==> src/rtl/pc_seq_pkg.sv <==
// Shared types and constants for the PC sequencer: FSM state encoding,
// PC increment and next-PC select codes.
package pc_seq_pkg;

    typedef enum logic [1:0] {
        IDLE  = 2'd0,
        FETCH = 2'd1,
        EXEC  = 2'd2
    } seq_state_e;

    typedef enum logic [1:0] {
        SEL_SEQ = 2'd0,
        SEL_BR  = 2'd1,
        SEL_JMP = 2'd2
    } pc_sel_e;

    localparam int PC_STEP = 4;

    // Clears the two byte-offset bits so every fetch address is word aligned.
    function automatic logic [31:0] word_align(input logic [31:0] addr);
        return addr & ~32'd3;
    endfunction

endpackage : pc_seq_pkg

==> src/rtl/next_pc_sel.sv <==
// Combinational next-PC choice: jump over taken branch over sequential,
// with target word alignment and modulo-2^PC_W increment.
module next_pc_sel
    import pc_seq_pkg::*;
#(
    parameter int PC_W = 32
) (
    input  logic [PC_W-1:0] pc,
    input  logic            branch,
    input  logic            alu_zero,
    input  logic            jump,
    input  logic [PC_W-1:0] branch_target,
    input  logic [PC_W-1:0] jump_target,
    output logic [PC_W-1:0] next_pc,
    output pc_sel_e         sel
);

    localparam logic [PC_W-1:0] ALIGN_MASK = ~PC_W'(3);

    always_comb begin
        sel     = SEL_SEQ;
        // The adder is exactly PC_W bits wide, so the top word wraps to zero.
        next_pc = pc + PC_W'(PC_STEP);
        if (jump) begin
            sel     = SEL_JMP;
            next_pc = jump_target & ALIGN_MASK;
        end else if (branch && alu_zero) begin
            sel     = SEL_BR;
            next_pc = branch_target & ALIGN_MASK;
        end
    end

endmodule : next_pc_sel

==> src/rtl/pc_sequencer.sv <==
// Multi-cycle PC sequencer: IDLE -> FETCH (imem handshake) -> EXEC (wait for
// exec_done) -> FETCH. Optional taken-branch counter under PC_SEQ_BRANCH_STATS_EN.
module pc_sequencer
    import pc_seq_pkg::*;
#(
    parameter int              PC_W     = 32,
    parameter logic [PC_W-1:0] RESET_PC = '0
) (
    input  logic            clk,
    input  logic            rst,
    input  logic            imem_ready,
    input  logic            exec_done,
    input  logic            branch,
    input  logic            alu_zero,
    input  logic            jump,
    input  logic [PC_W-1:0] branch_target,
    input  logic [PC_W-1:0] jump_target,
    output logic [PC_W-1:0] pc,
    output logic            imem_req,
    output logic            instr_valid,
    output logic [1:0]      seq_state
`ifdef PC_SEQ_BRANCH_STATS_EN
    ,
    output logic [15:0]     taken_count
`endif
);

    seq_state_e      state_q;
    logic [PC_W-1:0] pc_q;
    logic            imem_req_q;
    logic            instr_valid_q;

    logic [PC_W-1:0] next_pc;
    pc_sel_e         sel;

    next_pc_sel #(
        .PC_W (PC_W)
    ) u_next_pc_sel (
        .pc            (pc_q),
        .branch        (branch),
        .alu_zero      (alu_zero),
        .jump          (jump),
        .branch_target (branch_target),
        .jump_target   (jump_target),
        .next_pc       (next_pc),
        .sel           (sel)
    );

    // imem_req is a registered Moore output: high exactly while state_q is FETCH.
    always_ff @(posedge clk or posedge rst) begin
        if (rst) begin
            state_q       <= IDLE;
            pc_q          <= RESET_PC;
            imem_req_q    <= 1'b0;
            instr_valid_q <= 1'b0;
        end else begin
            instr_valid_q <= 1'b0;
            case (state_q)
                IDLE: begin
                    state_q    <= FETCH;
                    imem_req_q <= 1'b1;
                end
                FETCH: begin
                    if (imem_ready) begin
                        state_q       <= EXEC;
                        imem_req_q    <= 1'b0;
                        instr_valid_q <= 1'b1;
                    end
                end
                EXEC: begin
                    if (exec_done) begin
                        pc_q       <= next_pc;
                        state_q    <= FETCH;
                        imem_req_q <= 1'b1;
                    end
                end
                default: begin
                    state_q    <= IDLE;
                    imem_req_q <= 1'b0;
                end
            endcase
        end
    end

    assign pc          = pc_q;
    assign imem_req    = imem_req_q;
    assign instr_valid = instr_valid_q;
    assign seq_state   = state_q;

`ifdef PC_SEQ_BRANCH_STATS_EN
    logic [15:0] taken_count_q;
    logic [15:0] taken_count_d;

    always_comb begin
        taken_count_d = taken_count_q;
        if (state_q == EXEC && exec_done && sel == SEL_BR && taken_count_q != 16'hFFFF) begin
            taken_count_d = taken_count_q + 16'd1;
        end
    end

    always_ff @(posedge clk or posedge rst) begin
        if (rst) begin
            taken_count_q <= 16'd0;
        end else begin
            taken_count_q <= taken_count_d;
        end
    end

    assign taken_count = taken_count_q;
`else
    logic unused_sel;
    assign unused_sel = ^sel;
`endif

endmodule : pc_sequencer
==> config.mk <==
export PLATFORM = sky130hd
export DESIGN_NAME = pc_sequencer
export DESIGN_NICKNAME = d
export VERILOG_FILES = /design/src/rtl/pc_seq_pkg.sv /design/src/rtl/next_pc_sel.sv /design/src/rtl/pc_sequencer.sv
export SDC_FILE = /design/constraint.sdc
export NUM_CORES = 1
export LEC_CHECK = 0
export ABC_CLOCK_PERIOD_IN_PS = 1800
export CAP_MARGIN = 20
export CORE_ASPECT_RATIO = 0.8
export CORE_MARGIN = 2
export CORE_UTILIZATION = 35
export CTS_BUF_LIST = sky130_fd_sc_hd__clkbuf_4 sky130_fd_sc_hd__clkbuf_8
export CTS_CLUSTER_SIZE = 12
export DETAILED_ROUTE_END_ITERATION = 8
export GPL_TIMING_DRIVEN = 0
export PLACE_DENSITY = 0.71
export SETUP_SLACK_MARGIN = 0.2
export SYNTH_ARGS = -nofsm -noshare
export SYNTH_HDL_FRONTEND = slang
export SYNTH_SLANG_ARGS = --single-unit
==> constraint.sdc <==
create_clock -name clk -period 1.8 [get_ports clk]
set_input_delay 0.27 -clock clk [delete_from_list [all_inputs] [get_ports clk]]
set_output_delay 0.27 -clock clk [all_outputs]
set_load 0.01 [all_outputs]
; After elaboration in Yosys (flattened, before gate mapping)
; Index checks and enable logic that the tools add are counted.
; Widths: inputs -> output; s select.
[totals]
wordCells = 23
reg_bits = 36
output_inout_bits = 36
[op_classes]
addsub = 1
n_eq_ne = 4
muxes = 10
reduce_logical = 4
[op_table]
columns = op, count
row1 = $mux 32, 2
row2 = $add 32x3->32 const B, 1
row3 = $pmux 2 s3, 1
row4 = $mux 1, 4
row5 = $mux 2, 2
row6 = $ne 2x2->1 const B, 2
row7 = $reduce_and 2->1, 2
row8 = $pmux 1 s3, 1
row9 = $eq 2x1->1 const B, 1
row10 = $eq 2x2->1 const B, 1
row11 = $logic_not 2->1, 1
row12 = $logic_and 1x1->1, 1

; Longest topological paths before layout
[depth]
word_depth = 3
mapped_depth = 7

; Hierarchy
; From an unflattened synthesis, not the netlist that was laid out.
[hier_totals]
cells_unflattened = 278
hier_area_um2 = 2671.3
[modules_own_cells]
columns = mod, cells_per_inst, seq_area_each_um2, instances, area_each_um2
row1 = pc_sequencer, 79, 875.8, 1, 1447.6
row2 = next_pc_sel, 199, 0.0, 1, 1223.7

; Worst setup path after synthesis
; Ideal clock, no wire load.
[synth_timing]
path_kind = reg2reg
startpoint = reg pc_q[10] (netlist: pc[10])
endpoint = reg pc_q[29] (netlist: pc[29])
path_stages_with_launch = 7
n_path_buf = 1
setup_ps = 94
arrival_ps = 1791
period_less_slack_ps = 1885
path_slack_ps = -85
required_ps = 1706
path_cell_list = dfrtp_1 > buf_4 > nand3_1 > nor4_4 > nand3_1 > or3_1 > a211oi_1
[synth_via]
elab_chain_len = 3
[synth_lines]
columns = element, line
row1 = from (decl), pc_sequencer.sv:29  ; logic [PC_W-1:0] pc_q;
row2 = from (signal assigned), pc_sequencer.sv:72  ; pc_q <= next_pc;
row3 = $add 32x3->32, next_pc_sel.sv:23  ; next_pc = pc + PC_W'(PC_STEP);
row4 = $mux 32, next_pc_sel.sv:27  ; end else if (branch && alu_zero) begin
row5 = $mux 32, next_pc_sel.sv:24  ; if (jump) begin
; No other way between the ends.
; A chain may end at the register's enable or synchronous reset.

; Worst setup path after layout
; Same ends and word-level chain as after synthesis.

==> metrics.txt <==
# TYPE chip_impl_metric gauge
chip_impl_info{name="status",value="finished clean"} 1
chip_impl_metric{name="place_ws",unit="ns"} -0.6327
chip_impl_metric{name="drt-wirelength-per-cell",unit="microns"} 18.20
chip_impl_metric{name="synth_async_sr_flop_share",unit=""} 1.000
chip_impl_metric{name="cts-hold-fix-buffers",unit=""} 0
chip_impl_metric{name="final.setup.worst_slack",unit="ns"} 0.04833
chip_impl_metric{name="detail_route.wirelength",unit="microns"} 10460
chip_impl_metric{name="drive_gt1_frac",unit=""} 0.2254
chip_impl_metric{name="buffer_ports.inserted",unit=""} 99
chip_impl_metric{name="cts_htree_levels",unit=""} 2
chip_impl_metric{name="initial_antenna_violation_count",unit=""} 0
chip_impl_metric{name="cts_inserted_buffers",unit=""} 5
chip_impl_info{name="rr_endpoint",value="pc[29]$_DFFE_PP0P_"} 1
chip_impl_metric{name="clk_transition_reported_paths",unit="ns"} 0.07
chip_impl_metric{name="post_dp_cell_area",unit="sq mm"} 0.003674
chip_impl_metric{name="via_count_of_the_first_global_routing_pass",unit=""} 3042
chip_impl_metric{name="setup_viol",unit=""} 0
chip_impl_metric{name="std_cell_rows",unit=""} 27
chip_impl_info{name="most-common-layout-cells",value="sky130_fd_sc_hd__clkdlybuf4s50_1, sky130_fd_sc_hd__nand2_1, sky130_fd_sc_hd__a21oi_1"} 1
chip_impl_metric{name="detail_route.drc_violations",unit=""} 0
chip_impl_metric{name="critPathMaxFanout",unit=""} 4
chip_impl_metric{name="cellLeakagePower",unit="nW"} 1.859
chip_impl_metric{name="ys_seq_elements",unit=""} 33
chip_impl_info{name="cts_tree",value="yes"} 1
chip_impl_metric{name="number_of_drc_markers_after_the_initial_detailed_route_iteration",unit=""} 394
chip_impl_metric{name="post-dp-hpwl",unit="microns"} 6998
chip_impl_metric{name="syn_to_final_growth",unit="%"} 71.82
chip_impl_metric{name="utilization",unit=""} 0.6233
chip_impl_metric{name="final.min_clock_period",unit="ns"} 1.752
chip_impl_metric{name="drt.antenna.violating_nets",unit=""} 0
chip_impl_metric{name="nets",unit=""} 559
chip_impl_metric{name="worst-endpoint-required",unit="ns"} 2.01
chip_impl_metric{name="final_cell_area_excluding_filler_cells",unit="sq mm"} 0.004295
chip_impl_metric{name="worstMarginPinSlew",unit="ns"} 0.6916
chip_impl_info{name="rsz0062_at_grt",value="true"} 1
chip_impl_info{name="layout_commonest_cell",value="sky130_fd_sc_hd__clkdlybuf4s50_1"} 1
chip_impl_metric{name="die_width",unit="microns"} 98.49
chip_impl_metric{name="syn_avg_cell_area",unit="sq um"} 7.288
chip_impl_metric{name="sequential_share_of_the_synthesized_area",unit=""} 0.3303
chip_impl_info{name="critPathLaunchType",value="flop"} 1
chip_impl_metric{name="track_usage",unit=""} 0.2488
chip_impl_metric{name="cap_violations",unit=""} 0
chip_impl_metric{name="ctsLongestPathBuffers",unit=""} 2
chip_impl_metric{name="drv_slew",unit=""} 0
chip_impl_metric{name="cp.arrival",unit="ns"} 1.96
chip_impl_metric{name="detailroute.via_count",unit=""} 3406
chip_impl_metric{name="numClockSinks",unit=""} 33
chip_impl_info{name="ys.flop_type",value="sky130_fd_sc_hd__dfrtp_1"} 1
chip_impl_metric{name="drt_pre_antenna_iters",unit=""} 7
chip_impl_info{name="synth_area_leaders",value="sky130_fd_sc_hd__dfrtp_1, sky130_fd_sc_hd__a21oi_1, sky130_fd_sc_hd__o21ai_0, sky130_fd_sc_hd__nand2_1, sky130_fd_sc_hd__nor2_1"} 1
chip_impl_metric{name="skew",unit="ns"} 0.006431
chip_impl_metric{name="grt_first_pass_wirelength",unit="microns"} 15560
chip_impl_metric{name="power.density_cell_area",unit="mW/mm^2"} 1098
chip_impl_metric{name="peakVddDrop",unit="mV"} 0.5274
chip_impl_metric{name="yosys_warnings",unit=""} 0
chip_impl_metric{name="globalplace.congestion",unit=""} 0.9606
chip_impl_metric{name="r2r_setup_slack",unit="ns"} 0.05
chip_impl_metric{name="yosysUniqueCellTypes",unit=""} 44
chip_impl_metric{name="synth.cell_area",unit="sq mm"} 0.002500
chip_impl_metric{name="synthesis.instances",unit=""} 343
chip_impl_metric{name="achievable-frequency",unit="MHz"} 570.9
chip_impl_metric{name="grt_max_degree",unit=""} 20
chip_impl_metric{name="synth_top_area_frac",unit=""} 0.3303
chip_impl_metric{name="standard_cell_core_area",unit="sq mm"} 0.006892
chip_impl_metric{name="report.final.hold_viol_count",unit=""} 0
chip_impl_info{name="setup.worst_path.class",value="reg -> reg"} 1
chip_impl_metric{name="final.period_utilization",unit=""} 0.9731
chip_impl_metric{name="timing.max_slew.rel_slack",unit=""} 0.5384
chip_impl_metric{name="initial_core_util",unit=""} 0.3627
chip_impl_info{name="end_kind",value="flop"} 1
chip_impl_metric{name="synth_enable_flop_cells",unit=""} 0
chip_impl_metric{name="grt.overflow.total",unit=""} 0
chip_impl_metric{name="top_level_ports",unit=""} 107
chip_impl_metric{name="antenna_cells",unit=""} 0
chip_impl_info{name="r2r_start",value="pc[10]$_DFFE_PP0P_"} 1
chip_impl_info{name="hold_path.class",value="in -> async"} 1
chip_impl_metric{name="timing.reg2reg.worst_path_depth",unit=""} 7
chip_impl_info{name="post-synth-top-area-cell",value="sky130_fd_sc_hd__dfrtp_1"} 1
chip_impl_info{name="clock_tree.root_cell",value="sky130_fd_sc_hd__clkbuf_8"} 1
chip_impl_metric{name="insertion_delay",unit="ns"} 0.30
chip_impl_metric{name="die_height",unit="microns"} 79.59
chip_impl_metric{name="die_area",unit="sq mm"} 0.007839
chip_impl_metric{name="vias_per_cell",unit=""} 5.923
routing by layer:
layer | vias up | GRT usage | wire length, microns
li1 | 1533 | - | -
met1 | 1598 | 0.3398 | 4388
met2 | 244 | 0.4000 | 4714
met3 | 31 | 0.06743 | 1173
met4 | 0 | 0.04658 | 186
met5 | - | 0 | 0
synthesized netlist by cell type (3+ instances only):
master / number
sky130_fd_sc_hd__and3_1: 6
sky130_fd_sc_hd__xor2_1: 4
sky130_fd_sc_hd__and2_1: 3
sky130_fd_sc_hd__and4_1: 4
sky130_fd_sc_hd__nor4_1: 4
sky130_fd_sc_hd__nor3b_1: 8
sky130_fd_sc_hd__o21ai_0: 36
sky130_fd_sc_hd__nor3_1: 13
sky130_fd_sc_hd__o31a_1: 5
sky130_fd_sc_hd__nor2_1: 37
sky130_fd_sc_hd__a2bb2oi_1: 3
sky130_fd_sc_hd__buf_1: 3
sky130_fd_sc_hd__clkbuf_1: 19
sky130_fd_sc_hd__buf_4: 4
sky130_fd_sc_hd__dfrtp_1: 33
sky130_fd_sc_hd__nand3_1: 11
sky130_fd_sc_hd__o22ai_1: 5
sky130_fd_sc_hd__inv_1: 11
sky130_fd_sc_hd__nand2_1: 44
sky130_fd_sc_hd__a21oi_1: 41
sky130_fd_sc_hd__a31oi_1: 6
sky130_fd_sc_hd__nand4_1: 7
sky130_fd_sc_hd__a211oi_1: 7
worst max-delay path, stage by stage, from the launching register on:
cell and delay [ns]:
sky130_fd_sc_hd__dfrtp_1 0.36, sky130_fd_sc_hd__buf_6 0.11, sky130_fd_sc_hd__nand3_4 0.11, sky130_fd_sc_hd__nor4_4 0.33, sky130_fd_sc_hd__buf_4 0.18, sky130_fd_sc_hd__nand3_2 0.06
sky130_fd_sc_hd__or3_1 0.34, sky130_fd_sc_hd__a211oi_2 0.18
worst max path at each step:
| stage | end | startpoint | slack, ns | cells past startpoint |
|---|---|---|---|---|
| floorplan | pc[29]$_DFFE_PP0P_ | pc[10]$_DFFE_PP0P_ | 0.08 | 6 |
| global placement | pc[10]$_DFFE_PP0P_ | branch | -0.61 | 7 |
| detailed placement | pc[10]$_DFFE_PP0P_ | alu_zero | -0.63 | 7 |
| CTS | pc[29]$_DFFE_PP0P_ | pc[3]$_DFFE_PP0P_ | 0.07 | 6 |
| global route | pc[29]$_DFFE_PP0P_ | pc[10]$_DFFE_PP0P_ | -0.001 | 7 |
| finish | pc[29]$_DFFE_PP0P_ | pc[10]$_DFFE_PP0P_ | 0.05 | 7 |
power breakdown:
part	internal [mW]	switching, mW	leakage [nW]
clock	0.283	0.300	0.0484
sequential	1.10	0.452	0.389
combinational	1.38	1.19	1.42
total	2.77	1.95	1.86
repair_timing:
item                                    in CTS  in global routing
resized for setup                           41                 62
pin swaps                                    5                 10
endpoints found under the setup margin      36                 48
setup buffers                               17                 19
final cells by class:
type                    count  area, sq um
fillers                   604         2596
clock buffers               6        76.32
well taps                  87        108.9
inverters                  11        41.29
repair buffers            136         1335
plain buffers              26        167.7
multi-input cells         274         1708
clock inverters             2        10.01
flip-flops and latches     33        848.3
stage by stage:
step / hold slack, ns / total power, mW / cells / setup TNS [ns]
after floorplan: 0.3986 / 2.413 / 344 / 0
after global placement: 0.5357 / 3.498 / 530 / -14.23
after detailed placement: 0.5417 / 3.554 / 531 / -11.57
after CTS: 0.4243 / 4.362 / 556 / 0
after global routing: 0.4691 / 4.975 / 575 / -0.001372
final: 0.3862 / 4.718 / 575 / 0
sequential cells by signal, summed over array words and instances (netlist names):
| signal | flops |
|---|---|
| pc | 30 |
| seq_state | 2 |
| instr_valid | 1 |
kinds of logic after synthesis:
| group | Yosys count | synth area share |
|---|---|---|
| AO/OA/AOI/OAI | 117 | 0.2793 |
| AND/OR/NAND/NOR | 149 | 0.3048 |
| adder cells (fa/ha/maj) | 1 | 0.005004 |
| XOR/XNOR | 5 | 0.01752 |
| other | 1 | 0.001500 |
| buffers and inverters | 37 | 0.06156 |
| flip-flops | 33 | 0.3303 |
No activity file was read; power rests on OpenSTA's default activity.
